--- src/rtl/cache_pkg.sv ---
// Shared types for the cache miss-handling logic: FSM state encoding and way indexing.
package cache_pkg;

    localparam int NUM_WAYS = 4;

    typedef logic [1:0] way_t;

    typedef enum logic [2:0] {
        IDLE,
        VICTIM,
        WB,
        FETCH,
        FILL,
        DONE
    } miss_state_e;

endpackage

--- src/rtl/victim_select.sv ---
// Replacement choice for one set: the lowest-index invalid way wins, otherwise the PLRU way.
module victim_select
    import cache_pkg::*;
(
    input  logic [NUM_WAYS-1:0] way_valid,
    input  logic [1:0]          plru_dout,
    output logic [1:0]          victim
);

    // Scan from the top so the lowest invalid index is the last one written.
    always_comb begin
        victim = plru_dout;
        for (int i = NUM_WAYS - 1; i >= 0; i--) begin
            if (!way_valid[i]) begin
                victim = way_t'(i);
            end
        end
    end

endmodule

--- src/rtl/cache_miss_ctrl.sv ---
// Miss controller: selects a victim, writes it back when dirty, fetches the missing line,
// strobes the fill and reports completion. Also forwards hits to the PLRU update port.
module cache_miss_ctrl
    import cache_pkg::*;
#(
    parameter int TAG_W = 23,
    parameter int IDX_W = 4,
    parameter int OFF_W = 5
) (
    input  logic                           clk,
    input  logic                           rst_n,
    input  logic                           hit_valid,
    input  logic [1:0]                     hit_way,
    input  logic                           miss_req,
    input  logic [TAG_W-1:0]               req_tag,
    input  logic [IDX_W-1:0]               req_idx,
    input  logic [NUM_WAYS-1:0]            way_valid,
    input  logic [NUM_WAYS-1:0]            way_dirty,
    input  logic [NUM_WAYS*TAG_W-1:0]      way_tag,
    input  logic [1:0]                     plru_dout,
    output logic                           plru_csb,
    output logic                           plru_web,
    output logic [1:0]                     plru_din,
    output logic                           pmem_read,
    output logic                           pmem_write,
    input  logic                           pmem_resp,
    output logic [TAG_W+IDX_W+OFF_W-1:0]   pmem_address,
    output logic [1:0]                     wb_way,
    output logic                           fill_we,
    output logic [1:0]                     fill_way,
    output logic                           miss_done
);

    miss_state_e      state;
    logic [1:0]       victim_q;
    logic [1:0]       victim_c;
    logic             victim_dirty;
    logic [TAG_W-1:0] victim_tag;
    logic             hit_upd;

    victim_select u_victim_select (
        .way_valid (way_valid),
        .plru_dout (plru_dout),
        .victim    (victim_c)
    );

    assign victim_dirty = way_valid[victim_c] & way_dirty[victim_c];
    assign victim_tag   = way_tag[int'(victim_c) * TAG_W +: TAG_W];

    // Memory handshake: pmem_read/pmem_write is a level request that rises on entry to
    // FETCH/WB and stays high, with pmem_address frozen, through the cycle pmem_resp is
    // seen; only then does it drop. The two requests are never raised together.
    always_ff @(posedge clk or negedge rst_n) begin
        if (!rst_n) begin
            state        <= IDLE;
            victim_q     <= '0;
            pmem_read    <= 1'b0;
            pmem_write   <= 1'b0;
            pmem_address <= '0;
            wb_way       <= '0;
            fill_we      <= 1'b0;
            fill_way     <= '0;
            miss_done    <= 1'b0;
        end else begin
            fill_we   <= 1'b0;
            miss_done <= 1'b0;
            case (state)
                IDLE: begin
                    if (miss_req) begin
                        state <= VICTIM;
                    end
                end
                VICTIM: begin
                    victim_q <= victim_c;
                    if (victim_dirty) begin
                        state        <= WB;
                        pmem_write   <= 1'b1;
                        pmem_address <= {victim_tag, req_idx, {OFF_W{1'b0}}};
                        wb_way       <= victim_c;
                    end else begin
                        state        <= FETCH;
                        pmem_read    <= 1'b1;
                        pmem_address <= {req_tag, req_idx, {OFF_W{1'b0}}};
                    end
                end
                WB: begin
                    if (pmem_resp) begin
                        state        <= FETCH;
                        pmem_write   <= 1'b0;
                        wb_way       <= '0;
                        pmem_read    <= 1'b1;
                        pmem_address <= {req_tag, req_idx, {OFF_W{1'b0}}};
                    end
                end
                FETCH: begin
                    if (pmem_resp) begin
                        state        <= FILL;
                        pmem_read    <= 1'b0;
                        pmem_address <= '0;
                        fill_we      <= 1'b1;
                        fill_way     <= victim_q;
                    end
                end
                FILL: begin
                    state     <= DONE;
                    fill_way  <= '0;
                    miss_done <= 1'b1;
                end
                DONE: begin
                    state <= IDLE;
                end
                default: begin
                    state        <= IDLE;
                    pmem_read    <= 1'b0;
                    pmem_write   <= 1'b0;
                    pmem_address <= '0;
                    wb_way       <= '0;
                    fill_way     <= '0;
                end
            endcase
        end
    end

    // A miss request arriving in IDLE takes priority over a hit in the same cycle.
    assign hit_upd = (state == IDLE) & hit_valid & ~miss_req;

    always_comb begin
        plru_csb = 1'b1;
        plru_web = 1'b1;
        plru_din = '0;
        if (fill_we) begin
            plru_csb = 1'b0;
            plru_web = 1'b0;
            plru_din = fill_way;
        end else if (hit_upd) begin
            plru_csb = 1'b0;
            plru_web = 1'b0;
            plru_din = hit_way;
        end
    end

endmodule

--- config.mk ---
export PLATFORM = sky130hd
export DESIGN_NAME = cache_miss_ctrl
export DESIGN_NICKNAME = d
export VERILOG_FILES = /design/src/rtl/cache_pkg.sv /design/src/rtl/victim_select.sv /design/src/rtl/cache_miss_ctrl.sv
export SDC_FILE = /design/constraint.sdc
export NUM_CORES = 1
export LEC_CHECK = 0
export CAP_MARGIN = 30
export CELL_PAD_IN_SITES_DETAIL_PLACEMENT = 1
export CELL_PAD_IN_SITES_GLOBAL_PLACEMENT = 1
export CORE_MARGIN = 1
export CORE_UTILIZATION = 31
export CTS_BUF_LIST = sky130_fd_sc_hd__clkbuf_16
export DETAILED_ROUTE_END_ITERATION = 6
export PLACE_DENSITY = 0.85
export SYNTH_ARGS = -nofsm -noshare
export SYNTH_HDL_FRONTEND = slang
export SYNTH_SLANG_ARGS = --single-unit
--- constraint.sdc ---
create_clock -name clk -period 3.87 [get_ports clk]
set_input_delay 0.774 -clock clk [delete_from_list [all_inputs] [get_ports clk]]
set_output_delay 0.774 -clock clk [all_outputs]
set_load 0.01 [all_outputs]
After elaboration in Yosys (flattened, before gate mapping)
Index checks and enable logic that the tools add are counted.
- output and inout bits: 44
- flip-flop bits (word level): 45
- bits of input ports: 136
- multiply operators: 1
- bitwise gates (word level): 7
- muxes and demuxes: 35
- reductions and logical operators: 9
- shifts and indexed selects: 1
- equality and inequality tests: 10
- order comparisons: 1
- operators by type and width (kind ; number):
    32-bit one-hot mux with 4 select lines ; 1
    32-bit two-way mux ; 3
    92-bit by 8-bit indexed part select with 23-bit output ; 1
    2-bit two-way mux ; 9
    3-bit one-hot mux with 5 select lines ; 1
    1-bit two-way mux ; 12
    2-bit != test (second input constant) ; 5
    3-bit two-way mux ; 3
    3-bit AND reduction ; 3
    4-bit OR reduction ; 2
    2-bit by 5-bit multiplier with 7-bit output (second input constant) ; 1
    3-bit by 2-bit == test with 1-bit output (second input constant) ; 2
    3-bit == test (second input constant) ; 2
    2-bit one-hot mux with 3 select lines ; 1
    1-bit binary-select mux with 2-bit select ; 2
    1-bit NOT ; 4
    1-bit one-hot mux with 4 select lines ; 1
    2-bit one-hot mux with 2 select lines ; 1
    4-bit AND reduction ; 1
    1-bit AND ; 3
    3-bit by 1-bit == test with 1-bit output (second input constant) ; 1
    3-bit logical NOT ; 1
    2-bit by 3-bit less-than comparator with 1-bit output (second input constant) ; 1
    1-bit one-hot mux with 3 select lines ; 1
    2 further kinds ; 2

Logic depth before layout (Yosys ltp)
Gate-level depths: netlist of run 1.
- depth in word-level cells: 9
- depth in mapped cells: 7
- mapped depth without buffers: 4

Hierarchy
From an unflattened synthesis of run 1, not the netlist that was laid out.
- cells, all modules: 256
- area total of the unflattened synthesis: 2728.9 µm²
- modules (own cells, without submodules) (module ; area each (µm²) ; instances ; cells each):
    cache_miss_ctrl ; 2695.1 ; 1 ; 250
    victim_select ; 33.8 ; 1 ; 6

Least setup slack after synthesis of run 1
OpenSTA, ideal clock, no wires.
- path kind: input-to-output
- start point: input miss_req
- end point: output plru_web
- arrival time: 1.365 ns
- slack: 1.731 ns
- stages on the path: 3
- path buffers: 1
- cells stage by stage: nor2_1 a31oi_1 buf_4
- longest elaborated chain between the ends: 4
- ends and longest elaborated chain (item ; RTL line ; text):
    start, declared ; cache_miss_ctrl.sv:14 ; input logic miss_req,
    1-bit NOT ; cache_miss_ctrl.sv:125 ; assign hit_upd = (state == IDLE) & hit_valid & ~miss_req;
    1-bit AND ; cache_miss_ctrl.sv:125 ;
    1-bit two-way mux (2 in a row) ; - ;
    end, declared ; cache_miss_ctrl.sv:22 ; output logic plru_web,
Every way passes these cells.

Worst setup path in the final report of run 1
- start point: input miss_req
- end point: output plru_din[1]
- longest elaborated chain between the ends: 4
- ends and longest elaborated chain (item ; RTL line ; text):
    1-bit NOT ; cache_miss_ctrl.sv:125 ;
    1-bit AND ; cache_miss_ctrl.sv:125 ;
    2-bit two-way mux ; cache_miss_ctrl.sv:135 ; end else if (hit_upd) begin
    2-bit two-way mux ; cache_miss_ctrl.sv:131 ; if (fill_we) begin
    end, declared ; cache_miss_ctrl.sv:23 ; output logic [1:0] plru_din,
Every way passes these cells.

==> run metrics, run 1 <==
post-CTS setup-driven buffer insertion count=0; required time worst endpoint=3.10 ns; Chip Height=108 um; post-layout power=2720 uW; DR pass1 iterations=4; average cell area after synthesis=9.42 um^2; Die Outline Area=11600 um^2; synthesized netlist cell count=367; sink count of the clock tree=40; row count=38; clock skew=0.00435 ns; number of vias in the routed layout=3809; type of the tightest min-delay check=input port to async pin; fillers=1222; cell taking the most area after synthesis=sky130_fd_sc_hd__dfrtp_1; outcome=finished clean; post-DR wirelength/cell=21.2 um; number of warnings printed during yosys synthesis=0; total power density per cell area=505 nW/um^2; number of global-route vias before repair=4115; aggregate routed wire length=14.0 mm; CTS HTree Levels=2; Leakage=0.00212 uW; CTS tree=done; clock-pin transition on the worst setup and hold timing paths=0.06 ns; met2 track utilization from global routing=44.7%; clock period minus final worst setup slack=3.05 ns; Max Fanout on Critical Path=4; dominant cell by count in the synthesized netlist=sky130_fd_sc_hd__dfrtp_1; worst ir drop on vdd=293 uV; count of antenna diodes in the layout=0; placed instance area=5230 um^2; number of synthesized flops with an enable pin=0; unrepaired setup endpoints after global routing=no; proportion of synthesized flip-flops having asynchronous set or reset=100%; worst skew pair latency=0.28 ns; achievable frequency=328 MHz; routing layer with the top usage in global route=met2; unique cell type count in the Yosys netlist=47; reg-to-reg setup timing slack=1.65 ns; number of CTS-inserted buffers=5; Bufs on Longest Clock Path=2; Root Buffer Master=sky130_fd_sc_hd__clkbuf_16; ANT nets after route=0; count of input and output buffers=174; kind of launch point of the worst setup path=input port; dominant synthesized flop cell=sky130_fd_sc_hd__dfrtp_1; synthesis-stage register bit count=40; Worst Tran Pin Value=0.797 ns; Initial Util=31.9%; type of the setup path with the least slack=input port to output pin; count of final hold-check violations=0; proportion of netlist area held by the largest area contributor=29.0%; wire length of the first global-routing pass=21.5 mm; post-DP HPWL=10.3 mm; final-layout setup total negative slack=0 ns; Post-synth top cells=sky130_fd_sc_hd__dfrtp_1, sky130_fd_sc_hd__nand2_1, sky130_fd_sc_hd__a22oi_1, sky130_fd_sc_hd__o21ai_0; met3 track utilization from global routing=4.30%; Final Wtd Congestion=0.801; post-route fraction of the period consumed by the critical path=78.8%; initial antenna violation count=0; number of cells upsized or downsized after cts=0; DRC marker count from the first detailed-route iteration=119; Chip Width=108 um; fraction of layout cells with a size suffix above 1=13.1%; area growth from synthesis to final layout=56.2%; pin count of the biggest net entering global routing=47; via count normalized by instance count=5.77; normalized max-slew margin=46.8%; hold bufs inserted after CTS=0; top post-synthesis cells by area=sky130_fd_sc_hd__dfrtp_1, sky130_fd_sc_hd__o311ai_2, sky130_fd_sc_hd__a221oi_2; total global-route track usage=24.2%; io pins=180; leftover overflow at the end of global routing=0; Worst Path Arrival=2.28 ns; total DRC errors in the routed layout=0; number of max-cap violations=0; synthesized area=3460 um^2; # setup viols final=0; area of the placeable core=10800 um^2; pins over their slew limit=0; nets=655; Seq/Total Area, Yosys=29.0%; Layout Cell Area excl Fill=5400 um^2; grt met1 use=27.6%; Worst setup EP type=output pin
## path summary, 6_finish.rpt
check,start,to,depth (start not counted)
max in group asynchronous,rst_n,pmem_address[26],2
worst max register to register,state[2],pmem_address[13],4
min in group clk,victim_q[1],victim_q[1],2
worst max-delay path,miss_req,plru_din[1],5
worst min register to register,victim_q[1],victim_q[1],2
worst min-delay path,rst_n,pmem_address[8],1
## worst max-delay path: stages
cell and delay, ns:
sky130_fd_sc_hd__clkdlybuf4s50_1 0.50, sky130_fd_sc_hd__nor2_1 0.06, sky130_fd_sc_hd__a31oi_1 0.33, sky130_fd_sc_hd__nor2_1 0.11
sky130_fd_sc_hd__clkdlybuf4s50_1 0.50
## cells by family after synthesis
family          count (synthesis)  synth area share (%)
compound gates                169                  46.1
buf+inv                        72                  10.9
flops                          40                  29.0
mux                             4                  1.56
other cells                     1                 0.109
simple gates                   81                  12.3
## report_power, final
part / internal, uW / leakage [uW] / switching [uW]
clock network: 303 / 0.0000798 / 178
logic: 773 / 0.00152 / 717
registers: 578 / 0.000518 / 176
## metal layers
| layer | vias up | routed length, um |
|---|---|---|
| li1 | 1731 | - |
| met3 | 22 | 908 |
| met5 | - | 0 |
| met4 | 0 | 318 |
| met2 | 154 | 7180 |
| met1 | 1902 | 5590 |
## through the flow
stage / cells / setup WS (ns) / hold WS (ns) / util [%]
4_1_cts: 660 / 0.829 / 0.324 / 49.8
2_1_floorplan: 371 / 1.73 / 0.450 / -
3_5_place_dp: 652 / 0.793 / 0.492 / 48.2
3_3_place_gp: 650 / 0.890 / 0.472 / 47.9
5_1_grt: 660 / 0.740 / 0.324 / 49.8
6_report: 660 / 0.820 / 0.329 / 49.8
## sequential cells by signal, indices dropped and copies added (netlist names)
signal / count
pmem_address: 27
state: 3
fill_way: 2
victim_q: 2
wb_way: 2
fill_we: 1
miss_done: 1
pmem_read: 1
pmem_write: 1
## layout by cell type, fill, tap and decap left out, types with 5 or more instances in the layout
cell type / instances
sky130_fd_sc_hd__a221oi_1: 7
sky130_fd_sc_hd__a221oi_2: 16
sky130_fd_sc_hd__a22o_1: 26
sky130_fd_sc_hd__a22oi_1: 27
sky130_fd_sc_hd__and2_1: 23
sky130_fd_sc_hd__buf_4: 7
sky130_fd_sc_hd__clkbuf_16: 5
sky130_fd_sc_hd__clkdlybuf4s50_1: 173
sky130_fd_sc_hd__conb_1: 5
sky130_fd_sc_hd__dfrtp_1: 40
sky130_fd_sc_hd__inv_1: 26
sky130_fd_sc_hd__nand2_1: 35
sky130_fd_sc_hd__nor2_1: 6
sky130_fd_sc_hd__o21ai_0: 27
sky130_fd_sc_hd__o21ai_1: 6
sky130_fd_sc_hd__o311a_1: 23
sky130_fd_sc_hd__o311ai_1: 7
sky130_fd_sc_hd__o311ai_2: 16
## cell type report
cell class	count	area [um^2]	area share, %
clock buffers	5	125	2.32
clock inverters	3	42.5	0.788
inverters	29	109	2.02
multi-input cells	259	2100	38.9
flip-flops and latches	40	1000	18.5
well taps	140	175	3.25
repair buffers	184	1840	34.2
Power figures use the tool's default switching activity.
==> run 2: changes to the inputs <==
--- a/config.mk
+++ b/config.mk
@@ -9,10 +9,10 @@
 export CELL_PAD_IN_SITES_DETAIL_PLACEMENT = 1
 export CELL_PAD_IN_SITES_GLOBAL_PLACEMENT = 1
 export CORE_MARGIN = 1
-export CORE_UTILIZATION = 31
+export CORE_UTILIZATION = 29
 export CTS_BUF_LIST = sky130_fd_sc_hd__clkbuf_16
 export DETAILED_ROUTE_END_ITERATION = 6
-export PLACE_DENSITY = 0.85
+export PLACE_DENSITY = 0.8
 export SYNTH_ARGS = -nofsm -noshare
 export SYNTH_HDL_FRONTEND = slang
 export SYNTH_SLANG_ARGS = --single-unit
==> constraint.sdc (replaced) <==
create_clock -name clk -period 3.14 [get_ports clk]
set_input_delay 0.628 -clock clk [delete_from_list [all_inputs] [get_ports clk]]
set_output_delay 0.628 -clock clk [all_outputs]
set_load 0.01 [all_outputs]
==> run 2 against run 1 <==
  * The run now ends with DRC left
  * Non-clock buffer count increased by 2
  * Critical path type unchanged
  * Clock-buffer cell count unchanged
  * Global-route usage is 2.3 points lower
  * Setup slack worse by 0.38 ns
  * Total power grew 26%
  * Design area grew 0.77%
  * Wire length shrank 2.4%
  * Clock power grew 39%
  * Register-to-register slack lost 0.43 ns
  * Largest cell class unchanged
  * Cell count rose by 0.61%
  * Sequential share of layout area is 0.14 points lower
==> run metrics, run 2 (synthesis gave the netlist of run 1 again) <==
unrepaired setup endpoints after global routing=no; worst ir drop on vdd=321 uV (+9.8%); count of antenna diodes in the layout=0 (unchanged); required time worst endpoint=2.51 ns (-0.59 ns); Bufs on Longest Clock Path=2 (unchanged); type of the tightest min-delay check=input port to async pin; Chip Height=111 um (+3.3%); kind of launch point of the worst setup path=input port; sink count of the clock tree=40 (unchanged); post-layout power=3420 uW (+26%); DRC marker count from the first detailed-route iteration=165 (+39%); largest registers=pmem_address x27, state x3; fraction of power consumed by combinational cells=54.0% (-0.7 points); internal power=2120 uW (+28%); Worst Path Arrival=2.07 ns (-0.21 ns); top register by number of flip-flops=pmem_address; most common cell after layout, fill and taps aside=sky130_fd_sc_hd__clkdlybuf4s50_1; final-layout setup total negative slack=0 ns (unchanged); count of final hold-check violations=0 (unchanged); clock skew=0.00755 ns (+0.00320 ns); post-CTS setup-driven buffer insertion count=0 (unchanged); family with the most delay on the worst path=buffers and inverters; cells traversed along the worst timing path=clkdlybuf4s50_1, nor2_1, a31oi_1, clkdlybuf4s50_1; via count normalized by instance count=5.67 (-1.8%); total DRC errors in the routed layout=24 (+24); critical path launch point=miss_req; post-DP HPWL=9.96 mm (-3.2%); Psw=1300 uW (+21%); pins over their slew limit=0 (unchanged); Chip Width=111 um (+3.3%); fillers=1299 (+6.3%); total global-route track usage=21.9% (-2.3 points); Final Wtd Congestion=0.766 (-4.3%); violations in the final reports=DRC; CTS tree=done; number of CTS-inserted buffers=5 (unchanged); Worst setup EP type=output pin; area growth from synthesis to final layout=57.3%; number of global-route vias before repair=4108 (-0.17%); Worst R2R Start=state[0]; most used cells in the layout excluding fill and tap cells=sky130_fd_sc_hd__clkdlybuf4s50_1, sky130_fd_sc_hd__dfrtp_1, sky130_fd_sc_hd__nand2_1; worst skew pair latency=0.29 ns (about the same); sequential standard cell area=1000 um^2 (unchanged); number of vias in the routed layout=3763 (-1.2%); part of the power in registers=26.5% (-1.2 points); largest stage delay on the critical path=0.62 ns (+0.12 ns); Die Outline Area=12400 um^2 (+6.8%); Slowest-stage cell, CP=sky130_fd_sc_hd__clkdlybuf4s50_1; Max Fanout on Critical Path=4 (unchanged); clock network fraction of design power=19.5% (+1.8 points); Layout Cell Area excl Fill=5440 um^2 (+0.77%); outcome=complete, but fails checks; Worst Tran Pin Value=0.982 ns (+0.185 ns); number of cells upsized or downsized after cts=0 (unchanged); achievable frequency=370 MHz; Leakage=0.00214 uW (+1.1%); flip-flop count of the largest register, all copies and words added=27 (unchanged); pin count of the biggest net entering global routing=47 (unchanged); most numerous cell on the critical path=sky130_fd_sc_hd__clkdlybuf4s50_1; post-DR wirelength/cell=20.6 um (-3.0%); Initial Util=30.0% (-1.9 points); type of the setup path with the least slack=input port to output pin; post-route fraction of the period consumed by the critical path=86.0%; number of max-cap violations=0 (unchanged); Root Buffer Master=sky130_fd_sc_hd__clkbuf_16; placed instance area=5250 um^2 (+0.45%); Sw Ratio=37.9% (-1.4 points); normalized max-slew margin=34.3% (-12 points); # setup viols final=0 (unchanged); initial antenna violation count=0 (unchanged); nets=657 (+0.31%); clock-pin transition on the worst setup and hold timing paths=0.06 ns (about the same); DR pass1 iterations=6 (+2); clock period minus final worst setup slack=2.70 ns; aggregate routed wire length=13.7 mm (-2.4%); area of the placeable core=11500 um^2 (+6.2%); count of input and output buffers=174 (unchanged); row count=39 (+2.6%); io pins=180 (unchanged); multi-input combinational cell area=2100 um^2 (unchanged); ANT nets after route=0 (unchanged); leftover overflow at the end of global routing=0 (unchanged); total power density per cell area=629 nW/um^2 (+25%); hold bufs inserted after CTS=0 (unchanged); WP buf/inv=2 (unchanged); fraction of layout cells with a size suffix above 1=13.2% (+0.17 points); wire length of the first global-routing pass=21.2 mm (-1.4%); CTS HTree Levels=2 (unchanged)
run 2: cell count changes in the layout (fill, tap and decap cells not counted):
cell	before	now
sky130_fd_sc_hd__buf_8	1	0
sky130_fd_sc_hd__clkinv_2	1	0
sky130_fd_sc_hd__buf_12	2	3
sky130_fd_sc_hd__clkinvlp_4	1	0
sky130_fd_sc_hd__bufinv_16	1	2
sky130_fd_sc_hd__buf_4	7	9
run 2: stage by stage:
| stage | cells | util (%) | hold slack [ns] | setup slack [ns] |
|---|---|---|---|---|
| CTS | 664 | 47.2 | 0.293 | 0.440 |
| finish | 664 | 47.2 | 0.290 | 0.439 |
| global placement | 656 | 45.4 | 0.472 | 0.471 |
| floorplan | 371 | - | 0.332 | 1.29 |
| global route | 664 | 47.2 | 0.304 | 0.385 |
| detailed placement | 657 | 45.6 | 0.493 | 0.414 |
run 2: final cells by class:
cell class,instances,area share (%)
multi-input cells,259,38.6
clock inverters,2,1.10
clock buffers,5,2.30
inverters,29,2.00
well taps,143,3.29
repair buffers,186,34.3
flip-flops and latches,40,18.4
run 2: path summary, 6_finish.rpt:
check	end	cells past startpoint	slack (ns)
setup / recovery	plru_csb	4	0.44
hold / removal	pmem_address[7]	1	0.29
setup reg to reg	pmem_address[27]	3	1.22
hold reg to reg	victim_q[1]	2	0.50
max in group asynchronous	pmem_address[11]	2	2.35
min in group clk	victim_q[1]	2	0.50
run 2: power by group through the flow:
stage	registers [uW]	clock network (uW)	logic, uW
floorplan	923	0	1020
global placement	897	0	1790
detailed placement	918	0	1850
CTS	909	680	1860
global route	940	699	1980
finish	908	667	1850
run 2: routing by layer:
layer / share of wire (%) / vias to the layer above / global-route usage (%)
met1: 40 / 1867 / 24.2
met3: 6.1 / 26 / 4.76
li1: - / 1735 / -
met5: 0 / - / 0
met4: 2.4 / 0 / 8.47
met2: 52 / 135 / 40.7
